$ cat src/rtl/noc_rr_port_arbiter_if.sv
// Handshake bundle between N requesters, the round-robin port arbiter and
// the downstream stage. The master modport is the arbiter side; the slave
// modport is the requester/downstream side.
interface noc_rr_port_arbiter_if #(
  parameter int N     = 4,
  parameter int WIDTH = 8
);
  localparam int SRC_W = $clog2(N);

  logic [N-1:0]       req_valid;
  logic [N*WIDTH-1:0] req_data;
  logic [N-1:0]       req_ready;
  logic               out_valid;
  logic [WIDTH-1:0]   out_data;
  logic [SRC_W-1:0]   out_src;
  logic               out_ready;
  logic               busy;

  modport master (
    input  req_valid, req_data, out_ready,
    output req_ready, out_valid, out_data, out_src, busy
  );

  modport slave (
    output req_valid, req_data, out_ready,
    input  req_ready, out_valid, out_data, out_src, busy
  );
endinterface

$ cat src/rtl/noc_rr_port_arbiter.sv
// Round-robin arbiter for one shared NoC router output port.
// IDLE picks the first valid requester starting at rr_ptr, strobes its
// req_ready and registers the flit; SEND holds the flit until out_ready.
// Optional per-requester saturating grant counters: define ARB_STATS_EN.

`ifdef ARB_STATS_EN
// Saturating grant counter for one requester.
module noc_rr_grant_cnt #(
  parameter int CNT_W = 16
) (
  input  logic             clk,
  input  logic             rst,
  input  logic             inc_i,
  output logic [CNT_W-1:0] cnt_o
);
  logic [CNT_W-1:0] cnt_q;

  // count grants, stick at all-ones instead of wrapping
  always_ff @(posedge clk) begin
    if (rst)                        cnt_q <= '0;
    else if (inc_i && cnt_q != '1)  cnt_q <= cnt_q + CNT_W'(1);
  end

  assign cnt_o = cnt_q;
endmodule
`endif

module noc_rr_port_arbiter #(
  parameter int N     = 4,
  parameter int WIDTH = 8
`ifdef ARB_STATS_EN
  ,
  parameter int CNT_W = 16
`endif
) (
  input  logic                     clk,
  input  logic                     rst,
  noc_rr_port_arbiter_if.master    bus
`ifdef ARB_STATS_EN
  ,
  output logic [N*CNT_W-1:0]       grant_count
`endif
);
  localparam int SRC_W = $clog2(N);

  typedef enum logic {IDLE = 1'b0, SEND = 1'b1} state_e;

  state_e             state_q, state_d;
  logic [SRC_W-1:0]   rr_ptr_q, rr_ptr_d;
  logic [WIDTH-1:0]   out_data_q, out_data_d;
  logic [SRC_W-1:0]   out_src_q, out_src_d;

  logic [SRC_W-1:0]   grant_idx;
  logic               grant_any;
  logic               grant_fire;
  logic [WIDTH-1:0]   grant_flit;
  logic [N-1:0]       ready_vec;

  // rotating priority search: walk from the farthest slot back to rr_ptr so
  // the last hit (the one nearest rr_ptr) is the winner
  always_comb begin
    logic [SRC_W-1:0] idx;
    grant_any = 1'b0;
    grant_idx = rr_ptr_q;
    idx       = '0;
    for (int k = N-1; k >= 0; k--) begin
      idx = rr_ptr_q + SRC_W'(k);
      if (bus.req_valid[idx]) begin
        grant_any = 1'b1;
        grant_idx = idx;
      end
    end
  end

  assign grant_fire = (state_q == IDLE) && grant_any;

  // flit mux for the winning requester
  always_comb begin
    grant_flit = '0;
    for (int i = 0; i < N; i++) begin
      if (grant_idx == SRC_W'(i)) grant_flit = bus.req_data[i*WIDTH +: WIDTH];
    end
  end

  // state and datapath registers
  always_ff @(posedge clk) begin
    if (rst) begin
      state_q    <= IDLE;
      rr_ptr_q   <= '0;
      out_data_q <= '0;
      out_src_q  <= '0;
    end else begin
      state_q    <= state_d;
      rr_ptr_q   <= rr_ptr_d;
      out_data_q <= out_data_d;
      out_src_q  <= out_src_d;
    end
  end

  // next state: a grant moves to SEND, downstream acceptance returns to IDLE
  always_comb begin
    state_d    = state_q;
    rr_ptr_d   = rr_ptr_q;
    out_data_d = out_data_q;
    out_src_d  = out_src_q;
    case (state_q)
      IDLE: begin
        if (grant_any) begin
          state_d    = SEND;
          rr_ptr_d   = grant_idx + SRC_W'(1);  // wraps naturally, N is 2^k
          out_data_d = grant_flit;
          out_src_d  = grant_idx;
        end
      end
      SEND: begin
        if (bus.out_ready) state_d = IDLE;
      end
      default: state_d = IDLE;
    endcase
  end

  // outputs: one-hot accept strobe only while granting in IDLE
  always_comb begin
    ready_vec = '0;
    for (int i = 0; i < N; i++) begin
      ready_vec[i] = grant_fire && (grant_idx == SRC_W'(i));
    end
    bus.req_ready = ready_vec;
    bus.out_valid = (state_q == SEND);
    bus.busy      = (state_q == SEND);
    bus.out_data  = out_data_q;
    bus.out_src   = out_src_q;
  end

`ifdef ARB_STATS_EN
  // one saturating counter per requester, bumped by its accept strobe
  for (genvar g = 0; g < N; g++) begin : g_cnt
    noc_rr_grant_cnt #(.CNT_W(CNT_W)) u_cnt (
      .clk   (clk),
      .rst   (rst),
      .inc_i (ready_vec[g]),
      .cnt_o (grant_count[g*CNT_W +: CNT_W])
    );
  end
`endif
endmodule

$ cat src/flat_wrapper.sv
// flat-port wrapper written by rule: the top's interface ports become plain ports
module noc_rr_port_arbiter_flat 
#(
  parameter int N     = 4,
  parameter int WIDTH = 8

)
  (clk, rst, bus_req_valid, bus_req_data, bus_out_ready, bus_req_ready, bus_out_valid, bus_out_data, bus_out_src, bus_busy);
  noc_rr_port_arbiter_if #(.N(N), .WIDTH(WIDTH)) bus_i ();
  input  logic clk;
  input  logic rst;
  input wire logic [$bits(bus_i.req_valid)-1:0] bus_req_valid;
  input wire logic [$bits(bus_i.req_data)-1:0] bus_req_data;
  input wire logic [$bits(bus_i.out_ready)-1:0] bus_out_ready;
  output wire logic [$bits(bus_i.req_ready)-1:0] bus_req_ready;
  output wire logic [$bits(bus_i.out_valid)-1:0] bus_out_valid;
  output wire logic [$bits(bus_i.out_data)-1:0] bus_out_data;
  output wire logic [$bits(bus_i.out_src)-1:0] bus_out_src;
  output wire logic [$bits(bus_i.busy)-1:0] bus_busy;
  assign bus_i.req_valid = bus_req_valid;
  assign bus_i.req_data = bus_req_data;
  assign bus_i.out_ready = bus_out_ready;
  assign bus_req_ready = bus_i.req_ready;
  assign bus_out_valid = bus_i.out_valid;
  assign bus_out_data = bus_i.out_data;
  assign bus_out_src = bus_i.out_src;
  assign bus_busy = bus_i.busy;
  noc_rr_port_arbiter #(.N(N), .WIDTH(WIDTH)) u_core (.clk(clk), .rst(rst), .bus(bus_i));
endmodule
$ cat config.mk
export PLATFORM = sky130hd
export DESIGN_NAME = noc_rr_port_arbiter_flat
export DESIGN_NICKNAME = d
export VERILOG_FILES = /design/src/rtl/noc_rr_port_arbiter_if.sv /design/src/rtl/noc_rr_port_arbiter.sv /design/src/flat_wrapper.sv
export SDC_FILE = /design/constraint.sdc
export NUM_CORES = 1
export LEC_CHECK = 0
export CORE_MARGIN = 2
export CORE_UTILIZATION = 25
export CTS_CLUSTER_SIZE = 24
export DETAILED_ROUTE_END_ITERATION = 7
export PLACE_DENSITY = 0.65
export RECOVER_POWER = 100
export SYNTH_ARGS = -nofsm -noshare
export SYNTH_HDL_FRONTEND = slang
export SYNTH_HIERARCHICAL = 1
export SYNTH_SLANG_ARGS = --single-unit
$ cat constraint.sdc
create_clock -name clk -period 2.28 [get_ports clk]
set_clock_uncertainty 0.2 [all_clocks]
set_input_delay 0.228 -clock clk [delete_from_list [all_inputs] [get_ports clk]]
set_output_delay 0.228 -clock clk [all_outputs]
set_load 0.005 [all_outputs]
==> results.md, run 1 <==
* Largest net degree at the start of global routing at 17
* Data required, critical path at 2210 ps
* CP Capture Type: register
* Syn Inst Count at 119
* Area Growth Syn to Fin at 87.51%
* Tcrit/Tclk final at 102.0%
* Clk pin slew, worst setup/hold paths at 50 ps
* Placeable Area at 4000 um2
* H-tree depth at 1
* Via count at 1162
* Adder-Cell Fraction of Synth Area at 4.802%
* Starting Density at 26.06%
* Post-synthesis sequential area ratio at 24.97%
* Crit-path slowest cell: or4_4
* Largest stage delay, worst path at 530 ps
* Die height at 68.57 um
* Mapped Area at 1042 um2
* Syn Nets at 162
* Worst skew pair latency at 240 ps
* RSZ-0062 raised after global routing: true
* Bufs on Longest Clock Path at 2
* Wirelength per Cell at 14.00 um
* YS warnings at 6
* CP Class: input port to register
* Root Buffer: clkbuf_8
* DP Wirelength at 2492 um
* Remaining DRCs at 0
* # diodes at 0
* Hold Crit Start: u_core/bus.out_data[2]$_SDFFE_PP0P_
* Fillers at 373
* Vias per cell at 4.802
* Number of CTS-inserted buffers at 3
* Setup-failing EPs final at 8
* Die W at 68.57 um
* Fin crit period at 2324 ps
* Grt total ovfl at 0
* Status: finished with violations
* Fin. max-slew vios at 0
* Die ar. at 4701 um2
* Syn avg cell area at 8.758 um2
* Cell count of the worst reg-to-reg path at 10
* Share of cells above drive strength 1 at 39.06%
* RR Endpoint: u_core/bus.out_data[2]$_SDFFE_PP0P_
* Worst-margin pin slew at 489.5 ps
* Crit-path leading delay family: simple AND/OR/NAND/NOR gates
* Worst vdd ir at 0.2659 mV
* Final WL at 3387 um
* Crit-path max FO at 8
* Simple-gate share of the synthesized area at 32.05%
* TNS Setup at -223.0 ps
* Reg2reg start: u_core/rr_ptr_q[0]$_SDFFE_PP0P_
* Hold Path Cell Cnt at 2
* Initial antenna violation count at 0
* Final Wtd Congestion at 0.8096
* Violation count after the first detailed-routing iteration at 33
* Fin. Hold Viols at 0
* Synth Area in Compound Gates at 27.01%
* CP cell instances: dlygate4sd2_1, nor2b_2, or4_4, and2_4, ha_4, buf_8, buf_4, a21oi_2, a221oi_2, a211oi_2, nor3_2
* R2R setup slack at -40 ps
* Max Fclk at 0.4302 GHz
* Design area at 1954 um2
* Failing checks: setup timing
* Input/output buffers at 54
* LEAKAGE at 0.7683 nW
* Total power at 1.197 mW
* CTS tree: done
* CP arrival at 2250 ps
* Startpoint types: input port
* Number of buffers inserted by hold repair at cts at 0
* Most frequent cells in the layout: 34 x clkdlybuf4s50_1, 18 x buf_4, 12 x dlygate4sd3_1, 11 x dfxtp_1, 9 x inv_1
* Min Hold Slack at 298.7 ps
* Slew headroom at 67.24%
* IO Pins at 55
* Area of placed instances at 1728 um2
* Final nets at 236
* Max-Cap Viols at 0
* Post-synthesis mux area share at 0%
* Min-Delay Path Class: register to register
* Crit path buf inv count at 3
* Power density cells at 612.6 nW/um2
* Most common library cell in the layout ignoring fill and taps: clkdlybuf4s50_1
* Largest family of logic cells by synthesized area: simple AND/OR/NAND/NOR gates
* Final ANT Viol Nets at 0
* #FFs+latches synth at 13
* Endpoint, Worst Hold: u_core/bus.out_data[2]$_SDFFE_PP0P_
* Total iterations of the first detailed-routing run at 4
* Std cell rows at 23
* Vias in the first global route at 1192
* Synth Area in XOR/XNOR at 0%
* Worst Slack Setup Final at -44.48 ps
* GRT Util Overall at 14.81%
* Unique masters post-synth at 32
* CTS sink count at 13
* First-pass GRT wire length at 5250 um
## per-stage QoR
| step | utilization (%) | std cells | setup WS, ps |
|---|---|---|---|
| global route | 48.86 | 242 | -157.2 |
| global placement | 43.20 | 232 | -527.1 |
| detailed placement | 43.20 | 232 | -571.4 |
| floorplan | - | 119 | 6.843 |
| finish | 48.86 | 242 | -44.48 |
| CTS | 46.42 | 238 | -66.06 |
## worst max path at each step
stage | from | to | slack, ps | cells after the start
detailed placement | bus_req_valid[0] | u_core/bus.out_data[1]$_SDFFE_PP0P_ | -570 | 9
finish | bus_req_valid[0] | u_core/bus.out_data[2]$_SDFFE_PP0P_ | -40 | 11
global route | u_core/rr_ptr_q[0]$_SDFFE_PP0P_ | u_core/bus.out_data[0]$_SDFFE_PP0P_ | -160 | 9
global placement | bus_req_valid[0] | u_core/bus.out_data[1]$_SDFFE_PP0P_ | -530 | 9
floorplan | u_core/rr_ptr_q[0]$_SDFFE_PP0P_ | u_core/bus.out_data[0]$_SDFFE_PP0P_ | 7 | 9
CTS | u_core/rr_ptr_q[1]$_SDFFE_PP0P_ | u_core/bus.out_data[1]$_SDFFE_PP0P_ | -70 | 10
## routing by layer
layer | up-vias | routed length (um) | global-route usage [%]
li1 | 575 | - | -
met1 | 546 | 1383 | 15.74
met2 | 35 | 1698 | 27.88
met3 | 6 | 264 | 3.571
met4 | 0 | 40 | 5.500
met5 | - | 0 | 0
## worst min-delay path: cells and delay by family (launching register included)
| family | cells | cell delay [ps] |
|---|---|---|
| and+or+nand+nor | 2 | 130 |
| DFF | 1 | 320 |
## cell usage after synthesis
master    instances  share of area (%)
a221oi_1          8                6.7
inv_1             9                3.2
o21ai_1           1               0.48
buf_2             1               0.48
nor4_2            1                1.2
nor2_1            7                2.5
nor2_2            5                3.0
nor3_1            2               0.96
o21ai_0           1               0.48
o32a_1            1               0.96
a21oi_2           1               0.84
clkbuf_4          1               0.72
dfxtp_1          13                 25
nor2b_1           3                1.8
or4_4             1                1.1
a311oi_2          1                1.4
buf_1             1               0.36
a31o_1            1               0.84
buf_6             2                2.2
clkbuf_8          1                1.3
nand2_1           5                1.8
buf_4             4                2.9
nand3b_1          8                5.8
nand2b_1          1               0.60
nor3_2            8                7.7
and2_1            6                3.6
or2_1             1               0.60
a211oi_2          8                9.6
ha_1              4                4.8
nor3b_1           2                1.4
a311oi_1          1               0.84
a21oi_1          10                4.8
## cell type report
type | instances | area (um2) | area share [%]
Multi-Input combinational cell | 87 | 787.0 | 40.27
Timing Repair Buffer | 79 | 758.2 | 38.80
Sequential cell | 13 | 267.8 | 13.70
Tap cell | 50 | 62.56 | 3.201
Clock buffer | 4 | 45.04 | 2.305
Inverter | 9 | 33.78 | 1.729
## flip-flops by register name (all words and copies together) (netlist names)
signal	count
u_core/bus.out_data	8
u_core/bus.out_src	2
u_core/bus.busy	1
u_core/rr_ptr_q	2
## logic make-up (layout without fill, tap and decap cells)
group / after synthesis / in the layout
AND/OR/NAND/NOR: 50 / 50
AO/OA/AOI/OAI: 33 / 33
adder cells (fa/ha/maj): 4 / 4
flip-flops: 13 / 13
buffers and inverters: 19 / 92
## timing repair
action,4_1_cts,5_1_grt
gates resized for setup,30,16
gates cloned,0,1
setup buffers,2,3
setup endpoints to repair,12,12
pin swaps,5,10
## power by group
part	total (mW)	internal, mW	switching, mW
combinational	0.701	0.393	0.307
sequential	0.292	0.267	0.0246
clock	0.205	0.123	0.0812
total	1.20	0.784	0.413
(Power assumes the default switching activity.)
==> run 2: changes to the inputs <==
--- a/config.mk
+++ b/config.mk
@@ -5,8 +5,9 @@
 export SDC_FILE = /design/constraint.sdc
 export NUM_CORES = 1
 export LEC_CHECK = 0
-export CORE_MARGIN = 2
+export CORE_MARGIN = 10
 export CORE_UTILIZATION = 25
+export CTS_CLUSTER_DIAMETER = 120
 export CTS_CLUSTER_SIZE = 24
 export DETAILED_ROUTE_END_ITERATION = 7
 export PLACE_DENSITY = 0.65
==> run 2 against run 1 <==
Compared with the run above:
- the run still ends with setup timing left
- non-clock buffer count unchanged
- via count up 0.86%
- sequential power about the same
- utilization is 1.7 points lower
- clock power hardly changed
- worst hold slack better by 10 ps
- worst setup slack worse by 53 ps
- fmax down 2.2%
- global-route usage shrank 4.6 points
- count of clock-buffer cells in the layout did not move
- combinational power shrank 3.9%
- register-to-register slack lost 50 ps
==> results.md, run 2 (synthesis results as in run 1) <==
* Slew headroom at 66.59% (-0.65 points)
* TNS Setup at -223.9 ps (-0.8840 ps)
* Hold Path Cell Cnt at 2 (unchanged)
* CP Capture Type: register
* Endpoint, Worst Hold: u_core/rr_ptr_q[1]$_SDFFE_PP0P_
* Fin. max-slew vios at 0 (unchanged)
* IO Pins at 55 (unchanged)
* CP Class: register to register
* Crit-path slowest cell: or4_4
* Startpoint types: register
* Crit path buf inv count at 1 (-2)
* Max-Cap Viols at 0 (unchanged)
* Final Wtd Congestion at 0.8159 (+0.78%)
* H-tree depth at 1 (unchanged)
* Final WL at 3929 um (+16%)
* CP arrival at 2330 ps (+80 ps)
* Grt total ovfl at 0 (unchanged)
* Starting Density at 25.87% (-0.19 points)
* Most common library cell in the layout ignoring fill and taps: clkdlybuf4s50_1
* Reg2reg start: u_core/rr_ptr_q[0]$_SDFFE_PP0P_
* Crit-path max FO at 7 (-1)
* Fin. Hold Viols at 0 (unchanged)
* Power density cells at 616.1 nW/um2 (+0.57%)
* DP Wirelength at 3059 um (+23%)
* Final ANT Viol Nets at 0 (unchanged)
* Worst skew pair latency at 240 ps (about the same)
* Input/output buffers at 54 (unchanged)
* Die ar. at 7151 um2 (+52%)
* Data required, critical path at 2240 ps (+30 ps)
* Share of cells above drive strength 1 at 36.98% (-2.1 points)
* RR Endpoint: u_core/bus.out_data[5]$_SDFFE_PP0P_
* Critical path startpoint: u_core/rr_ptr_q[0]$_SDFFE_PP0P_
* RSZ-0062 raised after global routing: true
* Comb power frac at 57.6% (-0.9 points)
* Area Growth Syn to Fin at 82.23%
* Cell count of the worst reg-to-reg path at 9 (-1)
* Area of placed instances at 1723 um2 (-0.29%)
* Setup-failing EPs final at 7 (-1)
* Clk pin slew, worst setup/hold paths at 60 ps (about the same)
* Crit-path leading delay family: simple AND/OR/NAND/NOR gates
* # diodes at 0 (unchanged)
* Die height at 84.57 um (+23%)
* Total power at 1.170 mW (-2.3%)
* Final nets at 236 (unchanged)
* Failing checks: setup timing
* Sequential power share at 25.0% (+0.6 points)
* Status: finished with violations
* Root Buffer: clkbuf_8
* Register area at 265.3 um2 (-0.93%)
* GRT Util Overall at 10.22% (-4.6 points)
* Number of CTS-inserted buffers at 3 (unchanged)
* CP cell instances: nor2b_4, or4_4, and2_4, ha_4, clkbuf_16, nand3b_1, a221oi_2, a211oi_2, nor3_2
* Hold Crit Start: u_core/rr_ptr_q[1]$_SDFFE_PP0P_
* Violation count after the first detailed-routing iteration at 49 (+48%)
* Worst Slack Setup Final at -97.50 ps (-53.02 ps)
* Total iterations of the first detailed-routing run at 5 (+1)
* CTS sink count at 13 (unchanged)
* Vias per cell at 4.843 (+0.86%)
* First-pass GRT wire length at 6161 um (+17%)
* Placeable Area at 4029 um2 (+0.72%)
* Area of the multi-input gates at 762.0 um2 (-3.2%)
* Largest register FFs at 8 (unchanged)
* Max Fclk at 0.4206 GHz (-2.2%)
* Wirelength per Cell at 16.24 um (+16%)
* Largest net degree at the start of global routing at 17 (unchanged)
* R2R setup slack at -100 ps (-50 ps)
* Largest stage delay, worst path at 530 ps (about the same)
* Design area at 1899 um2 (-2.8%)
* Vias in the first global route at 1244 (+4.4%)
* Std cell rows at 23 (unchanged)
* LEAKAGE at 0.7599 nW (-1.1%)
* Remaining DRCs at 0 (unchanged)
* Fin crit period at 2377 ps (+53.02 ps)
* Fillers at 397 (+6.4%)
* Worst-margin pin slew at 496.5 ps (+6.993 ps)
* Switching part of the total at 34.93% (+0.41 points)
* Initial antenna violation count at 0 (unchanged)
* P_int at 761.5 uW (-2.9%)
* Most frequent cells in the layout: 34 x clkdlybuf4s50_1, 19 x buf_4, 12 x dlygate4sd3_1, 11 x dfxtp_1, 9 x inv_1
* Bufs on Longest Clock Path at 2 (unchanged)
* Worst vdd ir at 0.2203 mV (-17%)
* P_sw at 408.7 uW (-1.1%)
* Setup WS pre-CTS at -617.2 ps (-45.80 ps)
* Number of buffers inserted by hold repair at cts at 0 (unchanged)
* Via count at 1172 (+0.86%)
* Min-Delay Path Class: register to register
* Tcrit/Tclk final at 104.3% (+2.3 points)
* Die W at 84.57 um (+23%)
* CTS tree: done
* Clock group share of total power at 17.4% (+0.3 points)
-- run 2: routing by layer --
metal / track usage, % / wire [um] / up-vias
met5: 0 / 0 / -
met4: 1.946 / 45 / 0
met3: 2.802 / 206 / 8
met2: 17.50 / 1908 / 40
met1: 12.45 / 1768 / 546
li1: - / - / 578
-- run 2: worst max-delay path by stage --
stage | endpoint | slack (ps) | cells past startpoint
floorplan | u_core/bus.out_data[0]$_SDFFE_PP0P_ | 7 | 9
global placement | bus_req_ready[1] | -520 | 7
detailed placement | bus_req_ready[1] | -620 | 7
CTS | u_core/bus.out_data[3]$_SDFFE_PP0P_ | -80 | 11
global route | u_core/bus.out_data[5]$_SDFFE_PP0P_ | -180 | 9
finish | u_core/bus.out_data[5]$_SDFFE_PP0P_ | -100 | 9
-- run 2: power groups by stage --
stage          registers (mW)  clock network (mW)  logic [mW]
2_1_floorplan           0.297                   0       0.322
4_1_cts                 0.293               0.210       0.653
5_1_grt                 0.296               0.221       0.732
6_report                0.292               0.204       0.674
3_3_place_gp            0.297                   0       0.569
3_5_place_dp            0.298                   0       0.584
-- run 2: repair_timing --
item,4_1_cts,5_1_grt
cloned,0,1
pin swaps,14,16
resized for setup,32,9
endpoints found under the hold margin,0,0
buffers inserted,4,0
endpoints found under the setup margin,12,12
-- run 2: worst min-delay path, delay by kind of cell (launching register included) --
family / cells / cell delay, ps
compound gates: 1 / 50
simple gates: 1 / 70
flops: 1 / 350
-- run 2: stage by stage --
step	cells	util [%]	hold WS (ps)
final	242	47.14	308.9
after detailed placement	233	42.76	294.8
after global placement	233	42.76	289.0
after global routing	242	47.14	328.4
after floorplan	119	-	95.86
after CTS	241	46.49	305.5
-- run 2: area by class of cell --
class | instances | share of cell area (%)
well taps | 50 | 3.294
flip-flops and latches | 13 | 13.97
repair buffers | 79 | 38.47
inverters | 9 | 1.779
clock buffers | 4 | 2.372
multi-input cells | 87 | 40.12
==> run 3: changes to the inputs <==
--- a/config.mk
+++ b/config.mk
@@ -10,6 +10,7 @@
 export CTS_CLUSTER_DIAMETER = 120
 export CTS_CLUSTER_SIZE = 24
 export DETAILED_ROUTE_END_ITERATION = 7
+export GPL_TIMING_DRIVEN = 1
 export PLACE_DENSITY = 0.65
 export RECOVER_POWER = 100
 export SYNTH_ARGS = -nofsm -noshare
==> results of run 3 <==
The final DEF is identical to that of run 2; final timing and power are the same.
==> edit: new RTL, config.mk and constraints of run 3 <==
`WIDTH` is set to 8 in 3 places; all go to 10.
--- a/src/rtl/noc_rr_port_arbiter_if.sv
+++ b/src/rtl/noc_rr_port_arbiter_if.sv
@@ -5,3 +5,3 @@
   parameter int N     = 4,
-  parameter int WIDTH = 8
+  parameter int WIDTH = 10
 );
--- a/src/rtl/noc_rr_port_arbiter.sv
+++ b/src/rtl/noc_rr_port_arbiter.sv
@@ -29,3 +29,3 @@
   parameter int N     = 4,
-  parameter int WIDTH = 8
+  parameter int WIDTH = 10
 `ifdef ARB_STATS_EN
--- a/src/flat_wrapper.sv
+++ b/src/flat_wrapper.sv
@@ -4,3 +4,3 @@
   parameter int N     = 4,
-  parameter int WIDTH = 8
+  parameter int WIDTH = 10
 
Interface: changed (resized bus_out_data and bus_req_data); port bits go from 55 to 65. The function was not compared with the original's and may differ.
==> edit against run 3 <==
The run still ends with setup timing left. Setup slack better by 0.014 ns. Sequential share of layout area is 0.45 points lower. Clock power grew 5%. Area after synthesis increased by 9.5%. Sequential cell count is 2 higher. Maximum frequency increased by 0.60%. Routed wire length increased by 17%. Final area up 18%. Total power increased by 20%.
==> edit: results (changes against run 3) <==
| Metric | Value |
|---|---|
| Final Net Count | `276 (was 236)` |
| Per-cell via count in the routed design | `4.808 (was 4.843)` |
| Setup violation total in the final timing report | `12 (was 7)` |
| VDD IR-drop max | `0.2476 mV (was 0.2203 mV)` |
| Share of layout cells above drive strength 1 | `0.3839 (was 0.3698)` |
| Max FFs per register | `10 (was 8)` |
| Failing checks | `setup timing (unchanged)` |
| Maximum fanout encountered on the critical timing path | `8 (was 7)` |
| Worst slack at placement | `-0.7581 ns (was -0.6172 ns)` |
| Met3 wire len | `361 um (was 206 um)` |
| Number of global-route vias before repair | `1363 (was 1244)` |
| Post-synthesis sequential area ratio | `0.2632 (was 0.2497)` |
| Number of detailed-routing iterations run before antenna repair | `4 (was 5)` |
| Delay of the slowest cell on the worst path | `0.33 ns (was 0.53 ns)` |
| DRT Wirelength | `4586 um (was 3929 um)` |
| Post-detail-place hpwl | `3411 um (was 3059 um)` |
| Top cells by instance count after synthesis | `sky130_fd_sc_hd__dfxtp_1, sky130_fd_sc_hd__nor2_1, sky130_fd_sc_hd__a21oi_1 (was sky130_fd_sc_hd__dfxtp_1, sky130_fd_sc_hd__a21oi_1, sky130_fd_sc_hd__inv_1)` |
| Number of DRC violations after detailed-routing iteration 0 | `75 (was 49)` |
| Maximum number of pins on one net before global-route repair | `21 (was 17)` |
| Critical Path Slowest Stage Cell | `sky130_fd_sc_hd__dfxtp_2 (was sky130_fd_sc_hd__or4_4)` |
| Met2 wire length | `2270 um (was 1908 um)` |
| Outcome | `finished, violations left (unchanged)` |
| Area after DPL | `1991 um^2 (was 1723 um^2)` |
| Metal-1 WL | `1889 um (was 1768 um)` |
| Final-layout fill cell count | `422 (was 397)` |
| First-pass GRT wire length | `6975 um (was 6161 um)` |
| Placed cell count | `263 (was 233)` |
| Largest delay share family, worst path | `compound AO/OA/AOI/OAI gates (was simple AND/OR/NAND/NOR gates)` |
| Count of input and output buffers | `64 (was 54)` |
| Post-detailed-route wirelength per cell | `16.62 um (was 16.24 um)` |
| Setup ws final | `-0.08340 ns (was -0.09750 ns)` |
| Synthesized area divided by synthesized cell count | `8.269 um^2 (was 8.758 um^2)` |
| All-layer global routing usage | `0.1120 (was 0.1022)` |
| Setup total negative slack | `-0.5017 ns (was -0.2239 ns)` |
## edit: kinds of logic (layout without fill, tap and decap cells)
logic type / Yosys count / in the layout / share of synthesized area
adders and majority gates: 4 / 4 / 0.04386
buffers and inverters: 24 / 110 / 0.09978
DFF: 15 / 15 / 0.2632
AOI/OAI and AO/OA: 39 / 39 / 0.2807
and+or+nand+nor: 56 / 56 / 0.3125
## edit: final timing paths
check / from / end / slack, ns / cells after the start
worst max-delay path: u_core/rr_ptr_q[0] / u_core/bus.out_data[5] / -0.08 / 10
worst min-delay path: u_core/bus.out_data[7] / u_core/bus.out_data[7] / 0.29 / 2
worst max register to register: u_core/rr_ptr_q[0] / u_core/bus.out_data[5] / -0.08 / 10
worst min register to register: u_core/bus.out_data[7] / u_core/bus.out_data[7] / 0.29 / 2
## edit: repair_timing
item | in CTS | in global routing
pin swaps | 11 | 9
setup buffers | 5 | 2
setup endpoints to repair | 14 | 14
resized for setup | 44 | 14
gates cloned | 1 | 1
hold endpoints to repair | 0 | 0
## edit: cell type report
| type | count | area (um^2) | share of cell area |
|---|---|---|---|
| tap | 52 | 65.06 | 0.02903 |
| clock inverter | 1 | 5.005 | 0.002233 |
| clock buffer | 3 | 41.29 | 0.01843 |
| sequential | 15 | 302.8 | 0.1351 |
| timing repair buffer | 95 | 889.6 | 0.3970 |
| inverter | 11 | 41.29 | 0.01843 |
| multi-input combinational | 99 | 895.9 | 0.3998 |
## edit: tightest hold or removal path: stages, from the launching register on
cell,delay [ns]
sky130_fd_sc_hd__dfxtp_1,0.32
sky130_fd_sc_hd__nor2_1,0.05
sky130_fd_sc_hd__nor3_2,0.08
## edit: power by group through the flow
stage          Sequential (mW)  Combinational, mW  Clock [mW]
6_report                 0.332              0.859       0.214
5_1_grt                  0.338              0.919       0.233
4_1_cts                  0.333              0.811       0.218
3_5_place_dp             0.341              0.701           0
3_3_place_gp             0.340              0.697           0
2_1_floorplan            0.340              0.387           0
## edit: routing by layer
layer / vias to the layer above / global-route usage
met2: 48 / 0.1839
met1: 602 / 0.1347
met5: - / 0
met4: 0 / 0.04058
met3: 8 / 0.03343
li1: 669 / -
